<file path="src/rtl/instr_fetch_unit_pkg.sv">
// Shared definitions for the instruction fetch unit.
//  - fetch_state_e : FSM state encodings (FETCH, DELIVER, HALT, FAULT), 2 bits
//  - HALT_INSTR    : instruction word that halts the machine (also used by decode)
//  - pc_misaligned : helper flagging a PC that is not word aligned
package instr_fetch_unit_pkg;

  typedef enum logic [1:0] {
    ST_FETCH   = 2'd0,
    ST_DELIVER = 2'd1,
    ST_HALT    = 2'd2,
    ST_FAULT   = 2'd3
  } fetch_state_e;

  localparam logic [31:0] HALT_INSTR = 32'h0000_0000;

  // A PC must be word aligned; any set bit in [1:0] is a fault.
  function automatic logic pc_misaligned(input logic [31:0] addr);
    return (addr[1:0] != 2'b00);
  endfunction

endpackage

</file>
<file path="src/rtl/instr_fetch_unit_if.sv">
// Instruction memory port bundle between the fetch unit and instruction memory.
//  imem_req   : request valid (fetch -> memory)
//  imem_addr  : request address (fetch -> memory)
//  imem_ack   : read data valid this cycle (memory -> fetch)
//  imem_rdata : instruction word (memory -> fetch)
// master = fetch side, slave = memory side.
interface instr_fetch_unit_if;
  logic        imem_req;
  logic [31:0] imem_addr;
  logic        imem_ack;
  logic [31:0] imem_rdata;

  modport master (
    output imem_req,
    output imem_addr,
    input  imem_ack,
    input  imem_rdata
  );

  modport slave (
    input  imem_req,
    input  imem_addr,
    output imem_ack,
    output imem_rdata
  );
endinterface

</file>
<file path="src/rtl/instr_fetch_unit_timeout_ctr.sv">
// Saturating wait counter for the fetch unit's memory-response timeout.
//  clk     : clock, rising edge
//  reset   : asynchronous, active-high
//  clr     : zero the counter (wins over en)
//  en      : count one cycle without a memory response
//  expired : registered; high while the count equals TIMEOUT-1 (never when TIMEOUT==0)
module fetch_timeout_ctr
  import instr_fetch_unit_pkg::*;
#(
  parameter int unsigned TIMEOUT = 16
) (
  input  logic clk,
  input  logic reset,
  input  logic clr,
  input  logic en,
  output logic expired
);

  localparam int unsigned CNT_W = (TIMEOUT > 32'd0) ? $clog2(TIMEOUT + 32'd1) : 32'd1;
  localparam logic [CNT_W-1:0] LIMIT   = CNT_W'((TIMEOUT > 32'd0) ? (TIMEOUT - 32'd1) : 32'd0);
  localparam logic [CNT_W-1:0] CNT_MAX = {CNT_W{1'b1}};
  localparam logic ENABLED         = (TIMEOUT > 32'd0) ? 1'b1 : 1'b0;
  // With TIMEOUT==1 a cleared counter is already at its limit.
  localparam logic EXPIRED_AT_ZERO = (TIMEOUT == 32'd1) ? 1'b1 : 1'b0;

  logic [CNT_W-1:0] wait_cnt_r;
  logic [CNT_W-1:0] wait_cnt_s;
  logic             expired_r;

  // Next count: clear has priority, otherwise saturating increment.
  always_comb begin
    wait_cnt_s = wait_cnt_r;
    if (clr) begin
      wait_cnt_s = {CNT_W{1'b0}};
    end else if (en && (wait_cnt_r != CNT_MAX)) begin
      wait_cnt_s = wait_cnt_r + CNT_W'(1);
    end else begin
      wait_cnt_s = wait_cnt_r;
    end
  end

  // Count register; expired is registered from the next count so it always
  // mirrors (wait_cnt_r == LIMIT) without a combinational compare on the output.
  always_ff @(posedge clk or posedge reset) begin
    if (reset) begin
      wait_cnt_r <= {CNT_W{1'b0}};
      expired_r  <= EXPIRED_AT_ZERO;
    end else begin
      wait_cnt_r <= wait_cnt_s;
      expired_r  <= ENABLED && (wait_cnt_s == LIMIT);
    end
  end

  assign expired = expired_r;

endmodule

</file>
<file path="src/rtl/instr_fetch_unit.sv">
// Instruction fetch unit: owns the architectural PC, issues one instruction
// memory request per instruction, captures the returned word and presents it
// to decode; loads decode's next_pc when decode accepts the instruction.
//  clk      : clock, rising edge
//  reset    : asynchronous, active-high
//  next_pc  : next PC from decode, sampled only when advance is accepted
//  advance  : decode accepts the presented instruction
//  imem     : instruction memory port (master side)
//  pc       : PC of the instruction being fetched/presented
//  i_fetch  : captured instruction word
//  i_valid  : i_fetch valid for decode
//  halted   : sticky, a halt instruction was accepted
//  fault    : sticky, misaligned next_pc or memory timeout
module instr_fetch_unit
  import instr_fetch_unit_pkg::*;
#(
  parameter logic [31:0] RESET_PC = 32'h0000_0000,
  parameter int unsigned TIMEOUT  = 16
) (
  input  logic                       clk,
  input  logic                       reset,
  input  logic [31:0]                next_pc,
  input  logic                       advance,
  instr_fetch_unit_if.master         imem,
  output logic [31:0]                pc,
  output logic [31:0]                i_fetch,
  output logic                       i_valid,
  output logic                       halted,
  output logic                       fault
);

  fetch_state_e state_r;
  logic [31:0]  pc_r;
  logic [31:0]  i_fetch_r;
  logic         i_valid_r;
  logic         imem_req_r;
  logic         halted_r;
  logic         fault_r;

  logic         tmo_en_s;
  logic         tmo_clr_s;
  logic         tmo_expired_s;

  // The counter only runs while waiting in FETCH; any response or leaving
  // FETCH zeroes it, so every new fetch starts from a clean count.
  assign tmo_en_s  = (state_r == ST_FETCH) && !imem.imem_ack;
  assign tmo_clr_s = (state_r != ST_FETCH) || imem.imem_ack;

  fetch_timeout_ctr #(
    .TIMEOUT (TIMEOUT)
  ) u_timeout_ctr (
    .clk     (clk),
    .reset   (reset),
    .clr     (tmo_clr_s),
    .en      (tmo_en_s),
    .expired (tmo_expired_s)
  );

  // Fetch FSM with all outputs registered.
  always_ff @(posedge clk or posedge reset) begin
    if (reset) begin
      state_r    <= ST_FETCH;
      pc_r       <= RESET_PC;
      imem_req_r <= 1'b1;
      i_fetch_r  <= 32'h0000_0000;
      i_valid_r  <= 1'b0;
      halted_r   <= 1'b0;
      fault_r    <= 1'b0;
    end else begin
      case (state_r)
        ST_FETCH: begin
          // A response wins over a timeout landing in the same cycle.
          if (imem.imem_ack) begin
            i_fetch_r  <= imem.imem_rdata;
            i_valid_r  <= 1'b1;
            imem_req_r <= 1'b0;
            state_r    <= ST_DELIVER;
          end else if (tmo_expired_s) begin
            fault_r    <= 1'b1;
            imem_req_r <= 1'b0;
            state_r    <= ST_FAULT;
          end else begin
            imem_req_r <= 1'b1;
          end
        end
        ST_DELIVER: begin
          if (advance) begin
            i_valid_r <= 1'b0;
            if (i_fetch_r == HALT_INSTR) begin
              halted_r <= 1'b1;
              state_r  <= ST_HALT;
            end else if (pc_misaligned(next_pc)) begin
              fault_r <= 1'b1;
              state_r <= ST_FAULT;
            end else begin
              pc_r       <= next_pc;
              imem_req_r <= 1'b1;
              state_r    <= ST_FETCH;
            end
          end else begin
            i_valid_r <= 1'b1;
          end
        end
        ST_HALT: begin
          imem_req_r <= 1'b0;
          i_valid_r  <= 1'b0;
        end
        ST_FAULT: begin
          imem_req_r <= 1'b0;
          i_valid_r  <= 1'b0;
        end
        default: begin
          // Unreachable encoding: park in FAULT rather than guess.
          imem_req_r <= 1'b0;
          i_valid_r  <= 1'b0;
          fault_r    <= 1'b1;
          state_r    <= ST_FAULT;
        end
      endcase
    end
  end

  // imem_addr is wired straight to pc so it tracks reset without a clock edge.
  assign imem.imem_addr = pc_r;
  assign imem.imem_req  = imem_req_r;
  assign pc             = pc_r;
  assign i_fetch        = i_fetch_r;
  assign i_valid        = i_valid_r;
  assign halted         = halted_r;
  assign fault          = fault_r;

endmodule
</file>
<file path="src/flat_wrapper.sv">
// flat-port wrapper written by rule: the top's interface ports become plain ports
module instr_fetch_unit_flat import instr_fetch_unit_pkg::*;
#(
  parameter logic [31:0] RESET_PC = 32'h0000_0000,
  parameter int unsigned TIMEOUT  = 16
)
  (clk, reset, next_pc, advance, pc, i_fetch, i_valid, halted, fault, imem_imem_req, imem_imem_addr, imem_imem_ack, imem_imem_rdata);
  instr_fetch_unit_if imem_i ();
  input  logic clk;
  input  logic reset;
  input  logic [31:0] next_pc;
  input  logic advance;
  output logic [31:0] pc;
  output logic [31:0] i_fetch;
  output logic i_valid;
  output logic halted;
  output logic fault;
  output wire logic [$bits(imem_i.imem_req)-1:0] imem_imem_req;
  output wire logic [$bits(imem_i.imem_addr)-1:0] imem_imem_addr;
  input wire logic [$bits(imem_i.imem_ack)-1:0] imem_imem_ack;
  input wire logic [$bits(imem_i.imem_rdata)-1:0] imem_imem_rdata;
  assign imem_imem_req = imem_i.imem_req;
  assign imem_imem_addr = imem_i.imem_addr;
  assign imem_i.imem_ack = imem_imem_ack;
  assign imem_i.imem_rdata = imem_imem_rdata;
  instr_fetch_unit #(.RESET_PC(RESET_PC), .TIMEOUT(TIMEOUT)) u_core (.clk(clk), .reset(reset), .next_pc(next_pc), .advance(advance), .imem(imem_i), .pc(pc), .i_fetch(i_fetch), .i_valid(i_valid), .halted(halted), .fault(fault));
endmodule
</file>
<file path="config.mk">
export PLATFORM = sky130hd
export DESIGN_NAME = instr_fetch_unit_flat
export DESIGN_NICKNAME = d
export VERILOG_FILES = /design/src/rtl/instr_fetch_unit_pkg.sv /design/src/rtl/instr_fetch_unit_if.sv /design/src/rtl/instr_fetch_unit_timeout_ctr.sv /design/src/rtl/instr_fetch_unit.sv /design/src/flat_wrapper.sv
export SDC_FILE = /design/constraint.sdc
export NUM_CORES = 1
export LEC_CHECK = 0
export CAP_MARGIN = 20
export CORE_ASPECT_RATIO = 0.8
export CORE_MARGIN = 8
export CORE_UTILIZATION = 35
export CTS_BUF_LIST = sky130_fd_sc_hd__clkbuf_16
export DETAILED_ROUTE_END_ITERATION = 10
export GPL_TIMING_DRIVEN = 0
export PLACE_DENSITY = 0.8
export RECOVER_POWER = 50
export SLEW_MARGIN = 10
export SYNTH_ARGS = -nofsm -noshare
export SYNTH_HDL_FRONTEND = slang
export SYNTH_SLANG_ARGS = --single-unit
</file>
<file path="constraint.sdc">
create_clock -name clk -period 5.46 [get_ports clk]
set_clock_uncertainty 0.1 [all_clocks]
set_input_delay 0.819 -clock clk [delete_from_list [all_inputs] [get_ports clk]]
set_output_delay 0.819 -clock clk [all_outputs]
set_load 0.005 [all_outputs]
</file>
==> tab_implementation.tex <==
\begin{tabular}{lr}
\hline
Metric & Value \\
\hline
\multicolumn{2}{l}{\textbf{Worst setup path}} \\
\quad Required time of the worst setup path & 5570 ps \\
\quad Worst Path Class, Setup & input port to register \\
\quad Critical path capture point type & register \\
\quad Data arrival time of the critical path & 2860 ps \\
\quad Critical path startpoint & imem\_imem\_ack \\
\quad Length in cells of the worst reg-to-reg path & 5 \\
\quad Highest fanout seen on the critical path & 10 \\
\quad Origin of the critical flop-to-flop path & u\_core.i\_fetch[8] \\
\quad Sort of element at the start of the critical path & input port \\
\multicolumn{2}{l}{\textbf{Global route}} \\
\quad Total congestion overflow & 0 \\
\quad Overall global routing resource usage & 14.0\% \\
\quad Initial antenna violation count & 0 \\
\quad Wire length of the first global-routing pass & 14900 um \\
\quad Met1 GRT Util & 15.5\% \\
\quad GR met3 Demand/Resource & 7.62\% \\
\quad Fraction of met2 tracks used by global routing & 23.1\% \\
\quad Maximum number of pins on one net before global-route repair & 45 \\
\quad Number of global-route vias before repair & 2714 \\
\quad Most Used Layer, Global Route & met2 \\
\multicolumn{2}{l}{\textbf{Route}} \\
\quad Count of routing violations after the opening detailed-route iteration & 66 \\
\quad First-pass iteration count of the detailed router & 4 \\
\quad Drt via density & 4.46 \\
\quad DRC Markers & 0 \\
\quad Antenna viol nets, final & 0 \\
\quad Overall routed net length & 9260 um \\
\quad Routed wirelength normalized by instance count & 16.7 um \\
\quad Routed vias & 2468 \\
\multicolumn{2}{l}{\textbf{Timing}} \\
\quad Max\_slew headroom & -1.13\% \\
\quad Unrepaired setup endpoints after global routing & false \\
\quad Period utilization & 50.3\% \\
\quad Slew at the pin with the worst max-slew slack & 1510 ps \\
\quad \# setup viols final & 0 \\
\quad Post-Route Hold Slack & 370 ps \\
\quad Min cycle time layout & 2750 ps \\
\quad Final Hold Violating Endpoints & 0 \\
\quad Final-layout setup total negative slack & 0 ps \\
\quad Max Clk Rate & 364 MHz \\
\quad Number of max-slew violations in the final report & 33 \\
\multicolumn{2}{l}{\textbf{Placement}} \\
\quad Cell area after placement & 5330 um2 \\
\quad Routability congestion estimate & 0.756 \\
\quad Port Buf Inserts & 167 \\
\quad Half-perimeter wire length of the detailed placement result & 7260 um \\
\multicolumn{2}{l}{\textbf{Logic synthesis}} \\
\quad Count of state elements after synthesis & 76 \\
\quad Average size of a mapped cell & 14.7 um2 \\
\quad Post-Syn Nets & 305 \\
\quad Count of different cell masters after synthesis & 39 \\
\quad Summed instance area of the synthesized netlist & 3460 um2 \\
\quad Sequential element share of the synthesized area & 55.0\% \\
\quad Cells after synthesis & 235 \\
\quad YS warnings & 0 \\
\multicolumn{2}{l}{\textbf{Hold path}} \\
\quad Count of cells along the worst hold path & 1 \\
\quad Worst Hold Launch & u\_core.halted \\
\quad Worst hold path class & register to register \\
\multicolumn{2}{l}{\textbf{Clocking}} \\
\quad Count of instances resized after the clock tree is built & 0 \\
\quad Number of post-CTS setup repair buffers & 0 \\
\quad Clock-pin slew on the worst setup and hold paths & 50 ps \\
\quad Root Buffer Master & sky130\_fd\_sc\_hd\_\_clkbuf\_16 \\
\quad TritonCTS clock tree & yes \\
\quad CTS Hold Buffers Added & 0 \\
\quad H-Tree Depth & 3 \\
\quad Clock Path Buffers & 2 \\
\quad Num CTS Buffers & 9 \\
\quad Number of clock sinks & 76 \\
\quad Source-to-sink clock delay at the later pin of the worst-skew pair & 330 ps \\
\multicolumn{2}{l}{\textbf{Floorplanning}} \\
\quad Die extent in x & 127 um \\
\quad Total I/O pin count & 168 \\
\quad Effective utilization at floorplan & 35.9\% \\
\quad Vert. Die Dim & 105 um \\
\quad Core Region & 9650 um2 \\
\quad Area of the die & 13300 um2 \\
\quad Count of standard-cell rows & 32 \\
\multicolumn{2}{l}{\textbf{Power and ir drop}} \\
\quad Worst-case vdd ir drop & 0.199 mV \\
\quad Leakage Power & 0.00268 uW \\
\quad Power density over the cells & 217 nW/um2 \\
\multicolumn{2}{l}{\textbf{Outcome}} \\
\quad Outcome & finished, violations left \\
\quad Violated checks & max-capacitance violations, max-slew violations \\
\multicolumn{2}{l}{\textbf{Layout}} \\
\quad Layout Area Growth over Synthesis & 60.6\% \\
\quad Cell area after layout & 5560 um2 \\
\quad Fraction of the core area covered by cells at the end of the flow & 57.6\% \\
\quad Diode insertion count for antenna repair & 0 \\
\quad Fraction of layout instances using a drive strength above 1 & 30.7\% \\
\quad Count of fill cells added during filler insertion & 808 \\
\quad Count of nets after finishing & 484 \\
\multicolumn{2}{l}{\textbf{Job}} \\
\quad Number of maximum-capacitance constraint violations & 1 \\
\hline
\end{tabular}
[final timing paths]
check | to | slack, ps
worst min-delay path | u_core.halted | 370
worst max-delay path | u_core.i_fetch[18] | 2710
max in group asynchronous | u_core.imem.imem_req | 3210
min in group asynchronous | u_core.imem.imem_addr[8] | 1200
worst min register to register | u_core.halted | 370
worst max register to register | u_core.imem.imem_addr[28] | 2840
[power by group]
group	leakage, uW	internal, uW	total [uW]	switching, uW
clock	0.000130	296	509	213
sequential	0.00102	576	588	12.2
combinational	0.00154	76.5	110	33.3
total	0.00268	949	1210	258
[through the flow]
step / total power, uW / cells / setup slack (ps)
after floorplan: 626 / 235 / 2600
after global placement: 707 / 538 / 1310
after detailed placement: 712 / 539 / 2690
after CTS: 1230 / 553 / 3040
after global routing: 1260 / 553 / 2540
final: 1210 / 553 / 2710
[metal layers]
metal	vias up	wire [um]
met2	104	4500
met4	0	82
met3	10	971
met1	1197	3700
li1	1157	-
met5	-	0
[critical path, cell delays in order]
cell and delay (ps):
sky130_fd_sc_hd__dlygate4sd3_1 630, sky130_fd_sc_hd__nor3b_1 660, sky130_fd_sc_hd__buf_2 380, sky130_fd_sc_hd__mux2_2 370
[layout by cell type, fill, tap and decap left out, drive strengths merged, types with 3 or more instances in the layout]
cell type / synthesis / layout
clkdlybuf4s50: 0 / 128
dfrtp: 75 / 75
mux2: 62 / 62
buf: 39 / 40
dlygate4sd3: 0 / 39
nor2: 13 / 13
clkbuf: 1 / 10
nor4: 8 / 8
inv: 4 / 4
clkinv: 0 / 4
a21oi: 3 / 3
[logic make-up (layout without fill, tap and decap cells)]
family / count (synthesis) / after routing / share of synthesized area [%]
adder cells (fa/ha/maj): 2 / 2 / 0.723
AND/OR/NAND/NOR: 34 / 34 / 7.44
buffers and inverters: 44 / 226 / 9.65
flip-flops: 76 / 76 / 55.0
XOR/XNOR: 3 / 3 / 0.759
AO/OA/AOI/OAI: 12 / 12 / 2.78
multiplexers: 64 / 64 / 23.7
[Yosys cell counts, drive strengths merged]
library cell  instances  share of area (%)
ha                    2               0.72
a21oi                 3               0.43
or3                   1               0.18
nor4                  8                3.0
xnor2                 1               0.25
o22ai                 1               0.18
mux2i                 2               0.58
dfrtp                75                 54
and3                  1               0.18
o311a                 1               0.29
clkbuf                1               0.11
or3b                  1               0.25
a31oi                 1               0.18
dfstp                 1               0.76
and2                  2               0.43
o21ai                 1               0.14
nand2                 1               0.11
nand4b                1               0.25
a32o                  1               0.29
o21a                  1               0.22
nor2b                 1               0.18
a21o                  1               0.22
inv                   4               0.43
and4                  1               0.25
xor2                  2               0.51
o211ai                2               0.83
mux2                 62                 23
nor2                 13                1.4
nor3                  1               0.14
buf                  39                9.1
nand4                 2               0.72
nor3b                 1               0.36
[final cells by class]
cell class / count / area, um2 / share of cell area (%)
Timing Repair Buffer: 168 / 1700 / 30.6
Clock buffer: 9 / 225 / 4.05
Tap cell: 136 / 170 / 3.06
Buffer: 40 / 319 / 5.74
Inverter: 4 / 16.3 / 0.292
Clock inverter: 5 / 22.5 / 0.405
Sequential cell: 76 / 1900 / 34.2
Multi-Input combinational cell: 115 / 1210 / 21.7
[state kept, by name, indices dropped and copies added (netlist names), 2 cells and up]
register and count:
u_core.i_fetch 32, u_core.imem.imem_addr 32, u_core.u_timeout_ctr.wait_cnt_r 5, u_core.state_r 2
No activity file was read; power rests on OpenSTA's default activity.
==> RTL edit: new RTL, same flow settings <==
Re-encode `fetch_state_e` (4 states) as Gray code, 2 bits wide.
--- a/src/rtl/instr_fetch_unit_pkg.sv
+++ b/src/rtl/instr_fetch_unit_pkg.sv
@@ -5,10 +5,10 @@
 package instr_fetch_unit_pkg;
 
   typedef enum logic [1:0] {
-    ST_FETCH   = 2'd0,
-    ST_DELIVER = 2'd1,
-    ST_HALT    = 2'd2,
-    ST_FAULT   = 2'd3
+    ST_FETCH   = 2'b00,
+    ST_DELIVER = 2'b01,
+    ST_HALT    = 2'b11,
+    ST_FAULT   = 2'b10
   } fetch_state_e;
 
   localparam logic [31:0] HALT_INSTR = 32'h0000_0000;
Behaviour: no difference found for any inputs over 10 cycles, from zero or initial values and one cycle with reset high; not proved beyond that.
==> RTL edit against the unedited design <==
  * Die area decreased by 2.8%
  * Critical endpoint is now u_core.imem.imem_addr[30]$_DFFE_PP0P_
  * Register-to-register slack got worse by 0.14 ns
  * Maximum frequency down 0.49%
  * Final area fell by 1.3%
  * Wire length down 0.82%
  * Synthesized area decreased by 3.2%
  * Worst setup slack worse by 0.013 ns
  * Largest cell class unchanged
  * Sequential cell count stayed put
Power is not compared: it rests on default switching activity, and its combinational part moved more than twofold at a synthesized area within 25%.
==> RTL edit: results (changes against the unedited design) <==
critical_path:
  critPathCapture: "u_core.imem.imem_addr[30]$_DFFE_PP0P_"
  critPathTopFamily: "simple AND/OR/NAND/NOR gates"
  crit_slowest_cell: "o211ai_1"
  critPathArrivalTime_ns: 2.86  # about the same
  ff2ff_path_depth: 5  # unchanged
  r2r_setup_slack_ns: 2.70  # -0.14 ns
  critPathKind: "reg2reg"
  path_max_fanout: 10  # unchanged
  r2r_start: "u_core.i_fetch[19]$_DFFE_PP0P_"
  slowest_delay_ns: 0.62  # -0.04 ns
place:
  portBuffers: 167  # unchanged
  dp_hpwl_mm: 7.350  # +1.2%
  dp.cells: 522  # -3.2%
  place.gp.congestion: 0.7180  # -5.0%
layout:
  diodes: 0  # unchanged
  nets: 484  # unchanged
  n_fill_cell: 829  # +2.6%
  drive_gt1_share_pct: 26.01  # -4.7 points
outcome:
  status: "finished, final reports clean"
logic_synthesis:
  synth_cell_type_count: 35  # -10%
  syn-mean-instance-area_um2: 14.26  # -3.2%
  synthTopCellsByCount: "dfrtp_1, mux2_2, buf_4"
  ys_top_cells_by_area: "dfrtp_1, mux2_2, mux2_4"
  synth-seq-area-share_pct: 56.80  # +1.8 points
  syn_nets: 305  # unchanged
hold_path:
  hold_class: "reg2reg"
  worstHoldStart: "u_core.halted$_DFFE_PP0P_"
  whs_endpoint: "u_core.halted$_DFFE_PP0P_"
global_routing:
  groute.usage.overall_pct: 15.00  # +0.96 points
  grt_pass1_vias: 2877  # +6.0%
  met1_usage_pct: 16.58  # +1.1 points
  grt_max_degree: 49  # +8.9%
  grt_first_pass_wirelength_mm: 15.77  # +5.9%
  grtUsageMet3_pct: 6.609  # -1.0 points
  grt_util_met2_pct: 25.82  # +2.7 points
drt:
  vias: 2482  # +0.57%
  first_pass_iters: 4  # unchanged
  vias_per_cell: 4.613  # +3.4%
  totalWireLength_mm: 9.181  # -0.82%
  drt-initial-drc-count: 61  # -7.6%
power_and_ir_drop:
  total_leakage_power_nw: 2.530
  peakVddDrop_mv: 0.2206
clocking:
  post_cts_buffers: 0  # unchanged
  clockBufferDepth: 2  # unchanged
  cts.repair.resized: 0  # unchanged
  cts-root-buf: "clkbuf_16"
  clk_latency_ns: 0.32
  cts_max_level: 3  # unchanged
sta:
  whs_ns: 0.3545  # -0.01603 ns
  setup_viol: 0  # unchanged
  worst_slew_pin_slew_ns: 1.383  # -0.1258 ns
RTL edit: cell types whose count changed after synthesis, sizes merged, moves of 2 or more:
| cell | delta |
|---|---|
| nor3 | +2 |
| nor2 | -2 |
| clkbuf | +2 |
| nor2b | +2 |
RTL edit: cells by family after synthesis:
logic type               after synthesis  synth area share, %
AND/OR/NAND/NOR                       35                5.937
buffers and inverters                 45                9.447
adder cells (fa/ha/maj)                2               0.7467
AO/OA/AOI/OAI                         10                2.614
flip-flops                            76                56.80
multiplexers                          64                23.67
XOR/XNOR                               3               0.7843
RTL edit: power by group:
part | switching (mW) | internal (mW) | total, mW
clock | 0.216 | 0.394 | 0.610
sequential | 0.114 | 0.705 | 0.819
combinational | 0.183 | 0.469 | 0.652
RTL edit: worst reg2reg max path: cells and delay by family (launching register included):
| family | cells | cell delay [ns] |
|---|---|---|
| AO/OA/AOI/OAI | 1 | 0.62 |
| AND/OR/NAND/NOR | 2 | 0.67 |
| buffers and inverters | 1 | 0.47 |
| multiplexers | 1 | 0.38 |
| flip-flops | 1 | 0.40 |
RTL edit: area by class of cell:
type | instances | area share, %
buffer | 42 | 5.426
clock inverter | 7 | 1.528
timing repair buffer | 168 | 30.96
sequential | 76 | 34.68
multi-input combinational | 114 | 20.36
inverter | 3 | 0.2280
clock buffer | 9 | 4.104
tap | 119 | 2.713
RTL edit: routing by layer:
layer | share of wire [%] | vias up
met2 | 51 | 99
met1 | 40 | 1213
li1 | - | 1161
met3 | 8.9 | 9
met4 | 0.76 | 0
met5 | 0 | -
RTL edit: metrics by stage:
step | area [µm²] | worst slack (ns)
6_report | 5488 | 2.699
5_1_grt | 5488 | 2.493
4_1_cts | 5510 | 2.867
3_5_place_dp | 5201 | 2.547
3_3_place_gp | 5171 | 1.332
2_1_floorplan | 3351 | 2.604
